**config.mk**
```make
export PLATFORM = sky130hd
export DESIGN_NAME = pad_highlight_ctrl
export DESIGN_NICKNAME = d
export VERILOG_FILES = /design/src/rtl/pad_highlight_ctrl.sv
export SDC_FILE = /design/constraint.sdc
export NUM_CORES = 1
export LEC_CHECK = 0
export BUFFER_PORTS_ARGS = -buffer_cell sky130_fd_sc_hd__buf_2
export CORE_MARGIN = 2
export CORE_UTILIZATION = 40
export CTS_CLUSTER_SIZE = 12
export DETAILED_ROUTE_END_ITERATION = 8
export GPL_ROUTABILITY_DRIVEN = 0
export PLACE_DENSITY = 0.58
export SLEW_MARGIN = 10
export SYNTH_ARGS = -nofsm -noshare
export SYNTH_HDL_FRONTEND = slang
export SYNTH_SLANG_ARGS = --single-unit
export TNS_END_PERCENT = 1
```
**constraint.sdc**
```tcl
create_clock -name clock -period 6 [get_ports clock]
set_input_delay 0.9 -clock clock [delete_from_list [all_inputs] [get_ports clock]]
set_output_delay 0.9 -clock clock [all_outputs]
set_load 0.01 [all_outputs]
```
**src/rtl/pad_highlight_ctrl.sv**
```systemverilog
// rtl/pad_highlight_ctrl.sv - Simon Says pad draw/highlight controller
module pad_highlight_ctrl #(
  parameter int                    NUM_PADS    = 4,
  parameter int                    IDX_W       = 2,
  parameter logic [8*NUM_PADS-1:0] PAD_X       = {8'd74, 8'd82, 8'd78, 8'd78},
  parameter logic [7*NUM_PADS-1:0] PAD_Y       = {7'd58, 7'd58, 7'd62, 7'd54},
  parameter logic [2:0]            IDLE_COLOR  = 3'b111,
  parameter logic [2:0]            HI_COLOR    = 3'b010,
  parameter int                    SHOW_CYCLES = 25_000_000,
  parameter int                    CNT_W       = 25
) (
  input  logic             clock,
  input  logic             reset_n,
  input  logic             clicked,
  input  logic [IDX_W-1:0] direction,
  input  logic             show_req,
  input  logic [IDX_W-1:0] show_idx,
  output logic             show_ready,
  output logic             show_done,
  output logic             pad_event,
  output logic [IDX_W-1:0] pad_event_idx,
  output logic [7:0]       out_x,
  output logic [6:0]       out_y,
  output logic [2:0]       out_color,
  output logic             out_plot,
  output logic             busy
);

  typedef enum logic [2:0] {
    INIT_DRAW = 3'd0,
    IDLE      = 3'd1,
    LIGHT     = 3'd2,
    HOLD      = 3'd3,
    WAIT      = 3'd4,
    RESTORE   = 3'd5
  } state_t;

  localparam logic [IDX_W:0]   NUM_PADS_W = NUM_PADS[IDX_W:0];
  localparam logic [IDX_W-1:0] LAST_PAD   = IDX_W'(NUM_PADS - 1);
  localparam logic [CNT_W-1:0] SHOW_LOAD  = CNT_W'(SHOW_CYCLES - 1);

  state_t           state;
  logic [IDX_W-1:0] i;
  logic [IDX_W-1:0] idx;
  logic             src_show;
  logic             done_pend;
  logic [CNT_W-1:0] cnt;

  logic [IDX_W-1:0] sel;
  logic [7:0]       pad_x_sel;
  logic [6:0]       pad_y_sel;
  logic             dir_ok;
  logic             show_ok;

  assign show_ready = (state == IDLE) && !clicked;
  assign busy       = (state != IDLE);
  assign dir_ok     = ({1'b0, direction} < NUM_PADS_W);
  assign show_ok    = ({1'b0, show_idx} < NUM_PADS_W);
  assign sel        = (state == INIT_DRAW) ? i : idx;

  // Look up the coordinates of the pad currently being drawn
  always_comb begin
    pad_x_sel = PAD_X[7:0];
    pad_y_sel = PAD_Y[6:0];
    for (int p = 0; p < NUM_PADS; p++) begin
      if (sel == IDX_W'(p)) begin
        pad_x_sel = PAD_X[8*p +: 8];
        pad_y_sel = PAD_Y[7*p +: 7];
      end
    end
  end

  // Controller FSM with registered plot command and completion pulses
  always_ff @(posedge clock) begin
    if (!reset_n) begin
      state         <= INIT_DRAW;
      i             <= '0;
      idx           <= '0;
      src_show      <= 1'b0;
      done_pend     <= 1'b0;
      cnt           <= '0;
      out_x         <= '0;
      out_y         <= '0;
      out_color     <= '0;
      out_plot      <= 1'b0;
      pad_event     <= 1'b0;
      pad_event_idx <= '0;
      show_done     <= 1'b0;
    end else begin
      out_plot  <= 1'b0;
      pad_event <= 1'b0;
      show_done <= 1'b0;
      done_pend <= 1'b0;

      // Completion pulses trail the restore by one cycle; idx/src are the
      // pre-edge values even if IDLE latches a new request on this edge.
      if (done_pend) begin
        if (src_show) begin
          show_done <= 1'b1;
        end else begin
          pad_event     <= 1'b1;
          pad_event_idx <= idx;
        end
      end

      case (state)
        INIT_DRAW: begin
          out_plot  <= 1'b1;
          out_x     <= pad_x_sel;
          out_y     <= pad_y_sel;
          out_color <= IDLE_COLOR;
          if (i == LAST_PAD) begin
            state <= IDLE;
          end else begin
            i <= i + 1'b1;
          end
        end
        IDLE: begin
          if (clicked && dir_ok) begin
            idx      <= direction;
            src_show <= 1'b0;
            state    <= LIGHT;
          end else if (show_req && show_ready) begin
            idx      <= show_idx;
            src_show <= 1'b1;
            if (show_ok) begin
              state <= LIGHT;
            end else begin
              // Out-of-range pad: acknowledge through the normal done path
              done_pend <= 1'b1;
            end
          end
        end
        LIGHT: begin
          out_plot  <= 1'b1;
          out_x     <= pad_x_sel;
          out_y     <= pad_y_sel;
          out_color <= HI_COLOR;
          if (src_show) begin
            cnt   <= SHOW_LOAD;
            state <= WAIT;
          end else begin
            state <= HOLD;
          end
        end
        HOLD: begin
          if (!clicked) begin
            state <= RESTORE;
          end
        end
        WAIT: begin
          if (cnt == '0) begin
            state <= RESTORE;
          end else begin
            cnt <= cnt - 1'b1;
          end
        end
        RESTORE: begin
          out_plot  <= 1'b1;
          out_x     <= pad_x_sel;
          out_y     <= pad_y_sel;
          out_color <= IDLE_COLOR;
          done_pend <= 1'b1;
          state     <= IDLE;
        end
        default: begin
          state <= INIT_DRAW;
          i     <= '0;
        end
      endcase
    end
  end

endmodule

```
* Word level (Yosys, flattened, before mapping)
Index checks and enable logic that the tools add are counted.
** Storage, ports and cells
- Flip-flop bits (word level) :: 57
- Word-level logic and storage cells :: 78
- Input bits :: 8
** Cells by class
- Bitwise logic cells :: 2
- Equality and inequality tests :: 17
- Add/sub/neg operators :: 2
- Mux-type cells :: 27
- Reductions and logical operators :: 17
** Operators by type and width (number)
- $mux 25 :: 2
- $pmux 25 s2 :: 1
- $logic_not 25->1 :: 1
- $sub 25x1->25 const B :: 1
- $mux 3 :: 6
- $pmux 3 s6 :: 1
- $mux 7 :: 2
- $mux 5 :: 2
- $ne 2x2->1 const B :: 5
- $mux 2 :: 4
- $reduce_and 2->1 :: 4
- $eq 2x2->1 const B :: 3
- $eq 3x2->1 const B :: 2
- $eq 3x3->1 const B :: 2
- $mux 1 :: 6
- $pmux 3 s2 :: 1
- $reduce_bool 2->1 :: 3
- $reduce_or 5->1 :: 1
- $mux 4 :: 1
- $pmux 2 s2 :: 1
- $reduce_and 4->1 :: 1
- $eq 3x1->1 const B :: 1
- $logic_not 3->1 :: 1
- $ne 3x1->1 const B :: 1
- 10 further kinds :: 12

* Logic depth before layout (Yosys ltp)
- Depth in word-level cells :: 6
- Depth in mapped cells :: 8

* Worst setup path after synthesis
Ideal clock, no wire load.
- Path type :: reg2out
- From :: register state[0]
- To :: output port show_ready
- Path buffers :: 1
- Cell stages (with the launch flop) :: 5
- Arrival :: 1.296 ns
- Required time :: 5.100 ns
- Path slack :: 3.804 ns
- Cell sequence :: dfxtp_1 -> clkbuf_1 -> nor3b_1 -> inv_1 -> nor2_1
** On the way
- Word-level cells in the longest chain between the ends :: 2
** Ends and longest elaborated chain
- from (decl) :: line 42 : state_t state;
- from (signal assigned) :: line 76 : state <= INIT_DRAW;
- from (signal assigned) :: line 113 : state <= IDLE;
- from (signal assigned) :: line 122 : state <= LIGHT;
- $eq 3x1->1 :: line 55 : assign show_ready = (state == IDLE) && !clicked;
- $logic_and 1x1->1 :: line 55
- to (decl) :: line 18 : output logic show_ready,
Every way passes these cells.

* Worst setup path after layout
Same ends and word-level chain as after synthesis.

==> run summary <==
clock network power share - 0.276
Fin Hold WS - 0.4666 ns
Sw Pwr - 197.2 uW
most common cell in the netlist - dfxtp_1
Die X - 81.32 um
IR drop worst, VDD - 0.1543 mV
sequential share of the synthesized area - 0.3768
Starting DRT DRC Count - 104
vias post-DR - 1,986
Gate power share - 0.203
PwrDens - 262.4 mW/mm2
drt first pass iters - 4
chip height - 81.32 um
Worst-path clk slew - 0.08 ns
actual slew at the worst max-slew pin - 0.7745 ns
period utilization - 0.4296
Slew headroom - 0.4805
Total Nets Final - 285
I/O Buffers - 27
vias in the first global route - 1,744
Setup crit start - state[0]
Starting Density - 0.4087
largest net degree at the start of global routing - 34
worst skew pair latency - 0.29 ns
Synth cell types - 62
unrepaired setup endpoints after global routing - false
mean post-synth cell area - 9.161 um2
Max-cap violations - 0
EDFF count, synth - 0
TritonCTS buffer count - 5
share of cells above drive strength 1 - 0.2073
Sw Share - 0.2988
Synth top cells by count - 45 x dfxtp_1, 23 x nor2_1, 21 x a21oi_1
WP data required - 5.10 ns
slowest stage delay, CP - 0.62 ns
reg2reg setup slack - 3.77 ns
top-area cell type share of the netlist area - 0.3768
H-tree levels - 2
CP startpoint kind - flip-flop
WL per Instance - 14.09 um
Slew Limit Fails - 0
Final HPWL DP - 3348 um
CTS Root Cell - clkbuf_8
Final Power - 659.9 uW
critical path's slowest cell - dfxtp_1
fmax - 0.3880 GHz
CP Cell Sequence - nor3b_1 > inv_1 > nor2_1 > buf_2
WP depth - 4
R2R depth - 5
grt ovf - 0
final setup violation count - 0
vias per inst - 5.674
status - completed
Post-Route WL - 4933 um
Placed Cells - 342
io pins - 33
setup_tns - 0 ns
CP Capture Type - primary output
drc violations - 0
core area - 0.005851 mm2
initial antenna violation count - 0
global-route wire length before repair - 8390 um
Leak Pwr - 0.9645 nW
non-filler cells, final - 350
top_reg_cell synth - dfxtp_1
critical path peak fanout - 16
antenna cells - 0
Reg2Reg Launch Point - cnt[14]
Hold Buf Count CTS - 0
crit path DAT - 1.68 ns
Yosys top cell by area - dfxtp_1
Seq pwr share - 0.522
Gate Count Post-Synth - 261
synth warn - 0
CP delay by family, top - flip-flops
Hold Violations, Final - 0
die area - 0.006612 mm2
HP Class - flip-flop to flip-flop
Tmin final - 2.577 ns
post-cts resize count - 0
gr usage total - 0.1610
FP Rows - 28
Sink Count - 45
clk_skew - 0.006858 ns
R2R Path End - cnt[5]
WS Path Type - flip-flop to primary output
internal cell power - 462.7 uW
Synth Register Bits - 45
synth top area cells - dfxtp_1 38%, a21oi_1 4.4%, buf_4 4.1%, nor2_1 3.6%, or4_1 3.5%
Filler cells - 599
crit path capture - show_ready
CTS tree - built
Final Util - 0.4299
mapped cell area - 0.002391 mm2
CTS Buffer Depth - 2
Multi-input gate area - 0.001276 mm2
Layout area overhead - 5.180%
Buf/Inv on CP - 2
post-CTS setup buffer count - 0
async set-reset flop share out of synthesis - 0
Reg area - 900.9 um2
Routed Antenna Nets - 0
cells in the final DEF, fill, tap and decap left out, types with 5 or more instances in the layout:
cell type  Yosys  final
clkbuf_8       1      5
or4_1         11     11
inv_1          6      6
a21oi_1       21     21
a31oi_1       10     10
or3_1          5      5
o31a_1         5      5
a211oi_1       5      5
nand2_1        9      9
buf_2          0     27
conb_1         1      5
o31ai_1        9      9
nor2_1        23     23
nor3_1         5      5
nor4_1         7      7
dfxtp_1       45     45
mux2i_1        5      5
logic make-up after synthesis:
group           Yosys count  share of synthesized area
mux                       6                    0.02564
flops                    45                     0.3768
xor+xnor                  2                   0.007327
fa+ha+maj                 3                    0.01570
simple gates            102                     0.2768
buf+inv                  32                    0.09575
other cells               1                   0.001568
compound gates           70                     0.2004
power by group through the flow:
stage	logic (mW)	clock network, mW	registers (mW)
after detailed placement	0.134	0	0.352
after CTS	0.135	0.191	0.345
final	0.134	0.182	0.344
after floorplan	0.106	0	0.350
after global placement	0.132	0	0.351
after global routing	0.150	0.201	0.348
registers in the layout (all words and copies together) (netlist names):
name	cells
show_done	1
out_y	1
done_pend	1
pad_event	1
cnt	25
out_x	3
state	3
pad_event_idx	2
idx	2
src_show	1
out_plot	1
i	2
out_color	2
cell type report:
type	count	share of cell area
clock buffers	6	0.02886
clock inverters	2	0.003980
flip-flops and latches	45	0.3582
well taps	75	0.03731
repair buffers	27	0.05373
inverters	7	0.01045
multi-input cells	188	0.5075
worst min path at each step:
stage / end / start / cells past startpoint
finish: out_x[4] / out_x[4] / 2
global route: out_x[4] / out_x[4] / 2
CTS: out_x[4] / out_x[4] / 2
detailed placement: out_x[4] / out_x[4] / 2
global placement: out_x[4] / out_x[4] / 2
floorplan: cnt[23] / cnt[23] / 2
stage by stage:
| stage | worst slack [ns] | area [um2] |
|---|---|---|
| floorplan | 3.804 | 2406 |
| CTS | 3.396 | 2515 |
| global route | 3.210 | 2515 |
| detailed placement | 3.563 | 2432 |
| finish | 3.423 | 2515 |
| global placement | 3.599 | 2432 |
worst reg2reg max path: stages, from the launching register on:
cell and delay [ns]:
dfxtp_1 0.38, or4_1 0.60, nor3_2 0.28, a31o_4 0.46, nor4_1 0.11, o31a_1 0.28
metal layers:
layer / up-vias / track usage / share of wire
met2: 33 / 0.2492 / 0.46
met3: 6 / 0.03333 / 0.034
met4: 0 / 0.05085 / 0.013
met1: 960 / 0.2236 / 0.49
li1: 987 / - / -
met5: - / 0 / 0
Power figures use the tool's default switching activity.
